**config.mk**
```make
export PLATFORM = sky130hd
export DESIGN_NAME = mul3_seq
export DESIGN_NICKNAME = d
export VERILOG_FILES = /design/src/rtl/mul3_seq.sv
export SDC_FILE = /design/constraint.sdc
export NUM_CORES = 1
export LEC_CHECK = 0
export ABC_AREA = 1
export CAP_MARGIN = 10
export CORE_MARGIN = 1.5
export CORE_UTILIZATION = 25
export DETAILED_ROUTE_END_ITERATION = 12
export PLACE_DENSITY = 0.42
export SYNTH_ARGS = -nofsm -noshare
export SYNTH_HDL_FRONTEND = slang
export SYNTH_SLANG_ARGS = --single-unit
```
**constraint.sdc**
```tcl
create_clock -name clk -period 3.1 [get_ports clk]
set_clock_uncertainty 0.05 [all_clocks]
set_input_delay 0.62 -clock clk [delete_from_list [all_inputs] [get_ports clk]]
set_output_delay 0.62 -clock clk [all_outputs]
set_load 0.005 [all_outputs]
```
**src/rtl/mul3_seq.sv**
```systemverilog
// Sequential reconstruction o = q*3 + r using repeated addition of 3.
// Define MUL3_SHIFT_ADD_EN to compute the result in one step with a shift-add instead.
module mul3_seq #(
    parameter int QW = 3
) (
    input  logic          clk,
    input  logic          rst,
    input  logic          start,
    input  logic [QW-1:0] q,
    input  logic [1:0]    r,
    output logic [QW+1:0] o,
    output logic          busy,
    output logic          done,
    output logic          err
);
    typedef enum logic [1:0] {IDLE, ADD, FIN} state_t;

    state_t        state_q, state_d;
    logic [QW+1:0] o_q, o_d;
    logic          busy_q, busy_d;
    logic          done_q, done_d;
    logic          err_q, err_d;
`ifndef MUL3_SHIFT_ADD_EN
    logic [QW-1:0] cnt_q, cnt_d;
    logic [QW+1:0] acc_q, acc_d;
`endif

    always_comb begin
        state_d = state_q;
        o_d     = o_q;
        err_d   = err_q;
`ifndef MUL3_SHIFT_ADD_EN
        cnt_d   = cnt_q;
        acc_d   = acc_q;
`endif
        case (state_q)
            IDLE: begin
                if (start) begin
                    if (r == 2'd3) begin
                        // Illegal remainder: report immediately, nothing to reconstruct.
                        err_d   = 1'b1;
                        o_d     = '0;
                        state_d = FIN;
                    end else begin
                        err_d   = 1'b0;
`ifdef MUL3_SHIFT_ADD_EN
                        o_d     = ({2'b00, q} << 1) + {2'b00, q} + {{QW{1'b0}}, r};
                        state_d = FIN;
`else
                        cnt_d   = q;
                        acc_d   = {{QW{1'b0}}, r};
                        state_d = ADD;
`endif
                    end
                end
            end
`ifndef MUL3_SHIFT_ADD_EN
            ADD: begin
                if (cnt_q != '0) begin
                    acc_d = acc_q + (QW+2)'(3);
                    cnt_d = cnt_q - QW'(1);
                end else begin
                    o_d     = acc_q;
                    state_d = FIN;
                end
            end
`endif
            FIN:     state_d = IDLE;
            default: state_d = IDLE;
        endcase
        // Handshake outputs are registered from the next state.
        busy_d = (state_d == ADD);
        done_d = (state_d == FIN);
    end

    always_ff @(posedge clk) begin
        if (rst) begin
            state_q <= IDLE;
            o_q     <= '0;
            busy_q  <= 1'b0;
            done_q  <= 1'b0;
            err_q   <= 1'b0;
`ifndef MUL3_SHIFT_ADD_EN
            cnt_q   <= '0;
            acc_q   <= '0;
`endif
        end else begin
            state_q <= state_d;
            o_q     <= o_d;
            busy_q  <= busy_d;
            done_q  <= done_d;
            err_q   <= err_d;
`ifndef MUL3_SHIFT_ADD_EN
            cnt_q   <= cnt_d;
            acc_q   <= acc_d;
`endif
        end
    end

    assign o    = o_q;
    assign busy = busy_q;
    assign done = done_q;
    assign err  = err_q;
endmodule

```
==> results of run 1 <==
path summary, 6_finish.rpt:
kind | start | endpoint | slack, ns
worst min-delay path | err | err | 0.42
worst min register to register | err | err | 0.42
worst max-delay path | o[1] | o[1] | 1.29
worst max register to register | cnt_q[0] | cnt_q[2] | 1.63
flip-flops by register name (all words and copies together), names as in the netlist:
signal,count
acc_q,5
busy,1
err,1
cnt_q,3
done,1
state_q,2
o,5
where the power goes:
part	switching [uW]	internal (uW)	total, uW
logic	71.6	48.0	120
registers	14.5	249	263
clock network	75.2	71.5	147
kinds of logic after synthesis:
kind of cell,after synthesis,share of synthesized area (%)
AND/OR/NAND/NOR,55,30.8
AO/OA/AOI/OAI,21,14.0
flip-flops,18,42.3
buffers and inverters,15,8.52
adder cells (fa/ha/maj),3,4.41
metal layers:
layer / track usage [%] / routed length, um / vias up
met3: 1.89 / 42 / 0
met2: 19.0 / 799 / 10
li1: - / - / 393
met4: 6.38 / 0 / 0
met5: 0 / 0 / -
met1: 13.4 / 865 / 324
cell type report:
type                    count  area share, %
clock buffers               4           3.38
inverters                  13           4.55
multi-input cells          79           39.1
flip-flops and latches     18           33.6
well taps                  46           5.37
repair buffers             15           14.0
metrics by stage:
step | cell area (sq um) | power (uW) | utilization, % | cells | setup WS, ns
after floorplan | 852 | 360 | - | 112 | 1.82
after global placement | 1040 | 390 | 31.3 | 171 | 1.15
after global routing | 1070 | 567 | 32.4 | 175 | 1.22
after detailed placement | 1040 | 390 | 31.3 | 171 | 1.13
final | 1070 | 529 | 32.4 | 175 | 1.29
after CTS | 1070 | 535 | 32.4 | 175 | 1.28
placed cells by master (no fill, tap or decap), drive strengths merged:
cell           Yosys  routed
a21oi             11      11
inv               13      13
clkbuf             1       4
nand2             25      25
clkdlybuf4s50      0      15
ha                 3       3
nor2              18      18
o21a               1       1
nand3             11      11
nand4              1       1
dfxtp             18      18
o21ai              9       9
worst register-to-register path, delay by kind of cell, from the launching register on:
family	cells	cell delay, ns
adder cells (fa/ha/maj)	1	0.24
buffers and inverters	2	0.22
AND/OR/NAND/NOR	5	0.49
flip-flops	1	0.37
==> flow_summary.yaml, run 1 <==
status:
  status: "finished clean"
clock_network:
  cts_root_buffer: "clkbuf_4"
  h-tree-depth: 1
  cts_sinks: 18
  postCtsSetupBuffers: 0
  cts.hold.buffers_added: 0
  clkLatencyLatePin_ns: 0.29
  cts.clk_slew.worst_paths_ns: 0.11
  cts_resized: 0
  cts_tree: "yes"
  numCtsBuffers: 3
  cts_buffer_depth: 2
logic_synthesis:
  syn-num-nets: 123
  synth-edff-count: 0
  async_reset_ff_share_pct: 0
  yosys.area.top_type: "dfxtp_1"
  synth_top_area_share_pct: 42.3
  post-synth-top-count-cell: "nand2_1"
  synth.avg_cell_area_sq_um: 7.61
  ys_seq_area_share_pct: 42.3
  synth_flop_cell: "dfxtp_1"
  synthCells: 112
  synth-seq-cells: 18
  yosysUniqueCellTypes: 21
  syn_area_sq_um: 852
  yosys_warnings: 0
  synth_commonest_cells: "nand2_1, dfxtp_1, nor2_1"
  synth_area_leaders: "dfxtp_1, nand2_1, nor2_1"
timing:
  relSlewSlack_pct: 72.6
  drv_slew: 0
  hold_viol: 0
  worstMarginPinSlew_ns: 0.410
  min_period_ns: 1.81
  fin_crit_sh_pct: 58.5
  rsz0062_at_grt: "no"
  hold_slack_ns: 0.421
  setup_tns_ns: 0
  setup_violations: 0
  fmax_mhz: 552
place:
  finalWeightedCongestion: 0.689
  hpwl_um: 1320
  port_buffers: 15
detailed_routing:
  drtAntennaViolNets: 0
  drtPass1Iterations: 4
  wl_per_cell_um: 9.75
  drc: 0
  vias_per_cell: 4.15
  dr_total_vias: 727
  routed_wl_um: 1710
  dr.first_iter.drc_count: 11
worst_setup_path:
  worstPathArrival_ns: 1.14
  cp-start-kind: "flip-flop"
  crit_buf_inv: 1
  crit_cells: 1
  critPathMaxFanout: 2
  worstSetupPathType: "reg2out"
  crit_slowest_cell: "clkdlybuf4s50_1"
  path_cells: "clkdlybuf4s50_1"
  worstRegToRegCells: 8
  crit_required_ns: 2.43
  max_stage_delay_ns: 0.50
  critical_path.top_delay_family: "buffers and inverters"
  crit_path_end_kind: "output port"
global_route:
  grt_usage_pct: 11.2
  grt_overflow_total: 0
  grt_max_degree: 13
  grt_pass1_wl_um: 3080
  grt_pass1_vias: 723
  antenna_found_initial: 0
finish:
  drive_gt1_share_pct: 12.4
  nNetsFinal: 141
  area_growth_pct: 25.8
  seq_area_sq_um: 360
  fillerInstances: 375
  multiInputGateArea_sq_um: 419
  diodes: 0
die:
  initial_core_util_pct: 25.7
  die_y_um: 61.4
  die_area_sq_mm: 0.00377
  floorplan.die.width_um: 61.4
  core_area_sq_mm: 0.00331
  num_rows: 21
  ios: 16
min_path:
  min_path_cells: 2
  hold_path_class: "reg2reg"
power:
  ir_drop_mv: 0.150
  pwr_density_cell_mw_per_mm2: 494
  leakagePower_uw: 0.000429
flow_run:
  drv_cap: 0
(Power assumes the default switching activity.)
==> inputs of run 2 (changes only) <==
- PLACE_DENSITY: 0.42 -> 0.44
- clock period: 3.1 -> 1.5 ns (I/O delays scaled with it)
==> run 2 against run 1 <==
  * Register-to-register slack worse by 1.5 ns
  * Utilization is 2.9 points higher
  * Largest cell class unchanged
  * Worst hold slack worse by 0.0049 ns
  * Die area stayed put
  * Critical path depth stayed put
  * Clock-buffer cell count stayed put
  * Combinational power is 150% higher
  * Global-route usage is 1.2 points lower
  * Non-clock buffer count is 8 higher
==> flow_summary.yaml, run 2 (synthesized netlist as in run 1, its figures left out) <==
timing:
  worstMarginPinSlew_ns: 0.280
  hold_viol: 0
  relSlewSlack_pct: 81.3
  setup_violations: 0
  min_period_ns: 1.45
  fin_crit_sh_pct: 96.9
  hold_slack_ns: 0.416
  setup_tns_ns: 0
  layout_setup_ws_ns: 0.0461
  fmax_mhz: 688
  rsz0062_at_grt: "no"
  drv_slew: 0
clock_network:
  cts_tree: "yes"
  cts.clk_slew.worst_paths_ns: 0.10
  numCtsBuffers: 3
  cts_buffer_depth: 2
  cts.hold.buffers_added: 0
  clkLatencyLatePin_ns: 0.29
  h-tree-depth: 1
  cts_sinks: 18
  cts_root_buffer: "clkbuf_4"
detailed_routing:
  drtAntennaViolNets: 0
  routed_wl_um: 1830
  drtPass1Iterations: 4
  vias_per_cell: 4.09
  wl_per_cell_um: 10.0
  drc: 0
  dr.first_iter.drc_count: 13
  dr_total_vias: 749
finish:
  fin_util_pct: 35.3
  drive_gt1_share_pct: 24.1
  final_area_sq_mm: 0.00117
  final_cell_mix: "nand2_1, nor2_1, dfxtp_1, inv_1, clkdlybuf4s50_1"
  diodes: 0
  layout_commonest_cell: "nand2_1"
  nNetsFinal: 149
  area_growth_pct: 37.2
worst_setup_path:
  critical_path.top_delay_family: "buffers and inverters"
  critPathMaxFanout: 2
  crit_slowest_cell: "clkdlybuf4s50_1"
  path_cells: "clkdlybuf4s50_1"
  crit_buf_inv: 1
  max_stage_delay_ns: 0.49
  cp-start-kind: "flip-flop"
  crit_path_end_kind: "output port"
  worstSetupPathType: "reg2out"
  worstPathArrival_ns: 1.10
  crit_required_ns: 1.15
status:
  status: "finished clean"
power:
  ir_drop_mv: 0.209
  power_switching_uw: 338
  p_int_uw: 797
  leakagePower_uw: 0.000560
  power_frac_comb_pct: 26.2
  pwr_density_cell_mw_per_mm2: 971
  clkPwrFrac_pct: 25.9
  p_seq_share_pct: 47.9
  switching_share_pct: 29.8
die:
  initial_core_util_pct: 25.7
  die_y_um: 61.4
  die_area_sq_mm: 0.00377
  core_area_sq_mm: 0.00331
  num_rows: 21
  ios: 16
  floorplan.die.width_um: 61.4
place:
  hpwl_um: 1360
  finalWeightedCongestion: 0.694
  placed_area_sq_mm: 0.00106
  port_buffers: 15
  pre_cts_slack_ns: -0.101
global_route:
  antenna_found_initial: 0
  grt_pass1_vias: 645
  grt_overflow_total: 0
  grt_usage_pct: 10.1
  grt_max_degree: 13
  grt_pass1_wl_um: 2790
min_path:
  hold_path_class: "reg2reg"
flow_run:
  drv_cap: 0
[run 2: final cells by class]
type	count	area (sq um)
clock buffers	4	36.3
fillers	375	2140
inverters	13	52.6
multi-input cells	79	430
flip-flops and latches	18	369
well taps	46	57.6
repair buffers	23	223
[run 2: routing by layer]
layer | global-route usage [%] | vias to the layer above | part of all wire, %
met4 | 4.56 | 0 | 1.1
met5 | 0 | - | 0
met1 | 13.0 | 324 | 48
met3 | 1.89 | 2 | 2.8
li1 | - | 411 | -
met2 | 16.3 | 12 | 48
[run 2: worst reg2reg max path: cells and delay by family, from the launching register on]
family | cells | cell delay [ns]
flops | 1 | 0.35
fa+ha+maj | 1 | 0.24
simple gates | 4 | 0.35
buf+inv | 3 | 0.36
[run 2: what timing repair did]
item,in CTS,in global routing
setup endpoints to repair,1,11
resized for setup,1,14
hold endpoints to repair,0,0
setup buffers,0,5
pin swaps,0,1
[run 2: path summary, 6_finish.rpt]
check,startpoint,slack [ns],depth (start not counted),endpoint
hold reg to reg,err,0.42,2,err
setup / recovery,o[4],0.05,1,o[4]
setup reg to reg,cnt_q[0],0.08,8,busy
hold / removal,err,0.42,2,err
[run 2: power groups by stage]
stage / clock, uW / sequential [uW] / combinational, uW
floorplan: 0 / 549 / 195
global placement: 0 / 554 / 254
detailed placement: 0 / 554 / 257
CTS: 312 / 543 / 258
global route: 323 / 550 / 339
finish: 294 / 544 / 297
[run 2: through the flow]
stage                     cells  power, uW
after floorplan             112        744
after global placement      174        808
after detailed placement    174        811
after CTS                   178       1110
after global routing        183       1210
final                       183       1130
